[src/rtl/ifq_fifo.sv]
// Instruction fetch queue storage: latches a cache line, splits it into
// words and buffers them in a circular FIFO with bypass and flush.
module ifq_fifo #(
  parameter int DEPTH = 8,
  parameter int WIDTH = 32,
  parameter int WORDS = 4
) (
  input  logic                       clk,
  input  logic                       reset,
  input  logic [WIDTH*WORDS-1:0]     line_in,
  input  logic                       line_valid,
  input  logic                       push,
  input  logic                       pop,
  input  logic                       bypass,
  input  logic                       flush,
  output logic [WIDTH-1:0]           dout,
  output logic                       dout_valid,
  output logic                       fifo_empty,
  output logic                       fifo_full,
  output logic [$clog2(DEPTH):0]     count,
  output logic                       overflow
);

  localparam int AW = $clog2(DEPTH);
  localparam int CW = AW + 1;
  localparam logic [1:0] LAST = 2'(WORDS - 1);

  logic [WIDTH*WORDS-1:0] line_q, line_d;
  logic [1:0]             word_ptr_q, word_ptr_d;
  logic [AW-1:0]          wr_ptr_q, wr_ptr_d;
  logic [AW-1:0]          rd_ptr_q, rd_ptr_d;
  logic [CW-1:0]          count_q, count_d;
  logic                   ovf_q, ovf_d;
  logic [WIDTH-1:0]       mem_q [DEPTH];

  logic             bypass_act;
  logic             consume;
  logic             pop_acc;
  logic             push_acc;
  logic             mem_we;
  logic [WIDTH-1:0] push_word;

  assign fifo_empty = (count_q == '0);
  assign fifo_full  = (count_q == CW'(DEPTH));
  assign count      = count_q;
  assign overflow   = ovf_q;

  // Bypass only forwards into an empty queue, so ordering is preserved.
  assign bypass_act = bypass & line_valid & fifo_empty;
  assign consume    = bypass_act & pop;
  assign pop_acc    = pop & ~fifo_empty;
  assign push_acc   = push & ~consume & (~fifo_full | pop_acc);
  assign mem_we     = push_acc & ~flush;

  assign push_word = line_valid ? line_in[WIDTH-1:0]
                   : line_q[int'(word_ptr_q)*WIDTH +: WIDTH];

  assign dout       = bypass_act ? line_in[WIDTH-1:0] : mem_q[rd_ptr_q];
  assign dout_valid = bypass_act | ~fifo_empty;

  always_comb begin
    line_d     = line_q;
    word_ptr_d = word_ptr_q;
    wr_ptr_d   = wr_ptr_q;
    rd_ptr_d   = rd_ptr_q;
    count_d    = count_q;
    ovf_d      = ovf_q;
    if (flush) begin
      word_ptr_d = '0;
      wr_ptr_d   = '0;
      rd_ptr_d   = '0;
      count_d    = '0;
      ovf_d      = 1'b0;
    end else begin
      if (line_valid) begin
        line_d     = line_in;
        word_ptr_d = '0;
      end
      if (consume) begin
        word_ptr_d = 2'd1;
      end else begin
        // A dropped push still consumes its line word.
        if (push) begin
          if (line_valid)
            word_ptr_d = 2'd1;
          else if (word_ptr_q == LAST)
            word_ptr_d = '0;
          else
            word_ptr_d = word_ptr_q + 2'd1;
          if (!push_acc)
            ovf_d = 1'b1;
        end
        if (push_acc)
          wr_ptr_d = wr_ptr_q + AW'(1);
        if (pop_acc)
          rd_ptr_d = rd_ptr_q + AW'(1);
        if (push_acc && !pop_acc)
          count_d = count_q + CW'(1);
        else if (pop_acc && !push_acc)
          count_d = count_q - CW'(1);
      end
    end
  end

  always_ff @(posedge clk or posedge reset) begin
    if (reset) begin
      line_q     <= '0;
      word_ptr_q <= '0;
      wr_ptr_q   <= '0;
      rd_ptr_q   <= '0;
      count_q    <= '0;
      ovf_q      <= 1'b0;
    end else begin
      line_q     <= line_d;
      word_ptr_q <= word_ptr_d;
      wr_ptr_q   <= wr_ptr_d;
      rd_ptr_q   <= rd_ptr_d;
      count_q    <= count_d;
      ovf_q      <= ovf_d;
    end
  end

  always_ff @(posedge clk) begin
    if (mem_we)
      mem_q[wr_ptr_q] <= push_word;
  end

endmodule

[config.mk]
export PLATFORM = sky130hd
export DESIGN_NAME = ifq_fifo
export DESIGN_NICKNAME = d
export VERILOG_FILES = /design/src/rtl/ifq_fifo.sv
export SDC_FILE = /design/constraint.sdc
export NUM_CORES = 1
export LEC_CHECK = 0
export ABC_AREA = 1
export CAP_MARGIN = 20
export CORE_ASPECT_RATIO = 1.2
export CORE_MARGIN = 1.5
export CORE_UTILIZATION = 40
export CTS_CLUSTER_DIAMETER = 60
export DETAILED_ROUTE_END_ITERATION = 10
export MAX_ROUTING_LAYER = met4
export PLACE_DENSITY = 0.6
export SLEW_MARGIN = 40
export SYNTH_ARGS = -nofsm -noshare
export SYNTH_HDL_FRONTEND = slang
export SYNTH_SLANG_ARGS = --single-unit
export TNS_END_PERCENT = 10
[constraint.sdc]
create_clock -name clk -period 4.9 [get_ports clk]
set_clock_uncertainty 0.1 [all_clocks]
set_input_delay 0.735 -clock clk [delete_from_list [all_inputs] [get_ports clk]]
set_output_delay 0.735 -clock clk [all_outputs]
set_load 0.1 [all_outputs]
==> metrics.cfg <==
[timing]
max_freq_ghz=0.246
tightest_slew_ps=827
finalMaxSlewViolations=0
hold_violations=0
tns_ps=0
slew_headroom_pct=44.6
hold_ws_ps=390
fin_crit_ps=4070
setup_viol_count_final=0
fin_crit_sh_pct=83.0
rsz0062_at_grt=false

[global_routing]
overflow=0
grt_max_degree=103
grt_pass1_wl_mm=66.8
grt_pass1_vias=11596
antenna_found_initial=1
grt_usage_pct=20.0

[clock_tree]
clk_latency_ps=530
root_buffer=clkbuf_16
cts_setup_buffers=0
clockBufferDepth=3
cts-resized-gates=0
cts_sinks=397
numCtsBuffers=39
cts_tree=built
htreeDepth=2
clk_pin_slew_ps=70
cts_hold_buf=0

[power]
powerDensity_nw_per_um2=516
ir_worst_vdd_mv=0.372
leakage_nw=7.83

[logic_synthesis]
synth_edf_count=256
synth_area_leaders=edfxtp_1, dfrtp_1, nor2_1, o21ai_0, mux2_2
syn_area_sq_um=17300
syn-instance-count=1538
yosys_warnings=0
synth.avg_cell_area_sq_um=11.2
ys_seq_area_share_pct=64.9
synth-simple-area-share_pct=10.9
synthArstFlopShare_pct=35.5
ys_types=37
yosysTopAreaCell=edfxtp_1
synth_top_area_share_pct=44.5
synth-seq-cells=397
synth_fa_ha_area_share_pct=0.478
synth_ff_type=edfxtp_1
synth_xor_area_share_pct=0.0507
synth_compound_area_share_pct=13.8
postSynthNetCount=1679
synth_top_family_by_area=compound AO/OA/AOI/OAI gates
synth_mux_area_share_pct=4.24

[placement]
dp_hpwl_mm=27.1
dp_cells=2188
gp_congestion=0.844
port_buffers=174

[floorplanning]
initial_core_util_pct=40.5
ios=175
die-height_um=231
core_area_sq_um=42700
design.die.area_sq_um=44400
core.rowCount=83
die_w_um=193

[finish]
nNetsFinal=1818
stdcell_count=2259
multi_input_area_sq_um=5190
area_growth_pct=21.4
regArea_sq_um=11200
nFillCells=3749
drive_gt1_share_pct=15.0

[min_path]
hold_class=flop to flop
hold_depth=2

[drt]
wl_per_cell_um=18.9
dr.pass1.iters=5
vias_per_cell=5.25
drtIter0Drc=1048
num_vias=11867
ant_nets=0
wl_mm=42.8
drc=0

[critical_path]
endpoint_kind=output port
crit_required_ps=4070
start_kind=flop
rr_worst_depth=3
path_max_fanout=71
crit_type=flop to output port
cp_data_arrival_time_ps=3230

[job]
drv_cap=0

[status]
status=completed

[cells by family after synthesis]
kind of cell / Yosys count
compound gates: 401
fa+ha+maj: 6
buf+inv: 191
mux: 65
flops: 397
simple gates: 477
xor+xnor: 1
[synth_stat cells, types with 2 or more instances]
cell,number
nor2_1,332
edfxtp_1,256
o21ai_0,203
dfrtp_1,141
nand2_1,96
o211ai_1,95
inv_1,82
mux2_2,65
nand3_1,39
clkbuf_1,38
buf_2,35
o21ai_1,32
a31oi_1,31
a21oi_2,25
buf_6,15
a21oi_1,11
buf_4,5
ha_1,5
buf_1,4
buf_8,3
inv_2,3
buf_12,2
clkbuf_2,2
nand2_2,2
nand2_4,2
nor2_2,2
o21a_1,2
[area by class of cell]
cell class | count | share of cell area [%]
Antenna cell | 1 | 0.0119
Inverter | 87 | 1.60
Multi-Input combinational cell | 950 | 24.8
Tap cell | 552 | 3.29
Clock buffer | 45 | 5.06
Sequential cell | 397 | 53.5
Timing Repair Buffer | 202 | 10.2
Clock inverter | 25 | 1.54
[power breakdown]
part	internal (mW)	switching, mW	total [mW]	leakage [nW]
clock	1.97	1.28	3.25	0.676
combinational	1.04	2.55	3.59	3.18
sequential	3.86	0.123	3.98	3.97
[flip-flops by register name (all words and copies together) (netlist names)]
signal and cells:
rd_ptr_q 3, word_ptr_q 2, count 4, line_q 128, mem_q 256, wr_ptr_q 3, overflow 1
[layout by cell type, fill, tap and decap left out, types with 5 or more instances in the layout]
| master | instances |
|---|---|
| a21oi_1 | 11 |
| a21oi_2 | 25 |
| a31oi_1 | 20 |
| a31oi_2 | 11 |
| buf_12 | 25 |
| buf_2 | 8 |
| buf_4 | 35 |
| bufinv_16 | 8 |
| clkbuf_16 | 41 |
| clkdlybuf4s50_1 | 134 |
| clkinv_1 | 9 |
| clkinv_2 | 8 |
| dfrtp_1 | 137 |
| edfxtp_1 | 256 |
| ha_1 | 5 |
| inv_1 | 79 |
| mux2_2 | 65 |
| nand2_1 | 96 |
| nand3_1 | 39 |
| nor2_1 | 324 |
| nor2_2 | 10 |
| o211ai_1 | 95 |
| o21ai_0 | 202 |
| o21ai_1 | 33 |
[critical path, cell delays in order (launching register included)]
cell	delay (ps)
dfrtp_2	370
buf_4	470
buf_4	650
nor2_1	110
nor2_1	100
o21ai_0	110
o211ai_1	120
nand3_1	120
o21ai_1	200
buf_4	360
[metrics by stage]
| stage | utilization [%] | power (mW) | setup slack [ps] | instance area, sq um |
|---|---|---|---|---|
| floorplan | - | 6.54 | 284 | 17300 |
| global placement | 45.8 | 7.63 | 1290 | 19500 |
| detailed placement | 45.8 | 7.66 | 1250 | 19500 |
| CTS | 49.0 | 10.9 | 797 | 20900 |
| global route | 49.1 | 11.3 | 566 | 21000 |
| finish | 49.1 | 10.8 | 834 | 21000 |
[per-layer routing]
layer  GRT usage, %  up-vias  wire length [um]
li1               -     5669                 -
met1           28.8     5811             20000
met2           29.5      338             19600
met3           3.19       49              2370
met4           5.40        0               804
met5              -        -                 0
[path summary, 6_finish.rpt]
kind | startpoint | end | slack [ps]
min in group asynchronous | reset | line_q[116] | 560
worst min register to register | line_q[23] | line_q[23] | 390
worst max register to register | word_ptr_q[0] | mem_q[2][10] | 2020
worst min-delay path | line_q[23] | line_q[23] | 390
max in group asynchronous | reset | line_q[40] | 3300
worst max-delay path | rd_ptr_q[0] | dout[21] | 830
No activity file was read; power rests on OpenSTA's default activity.
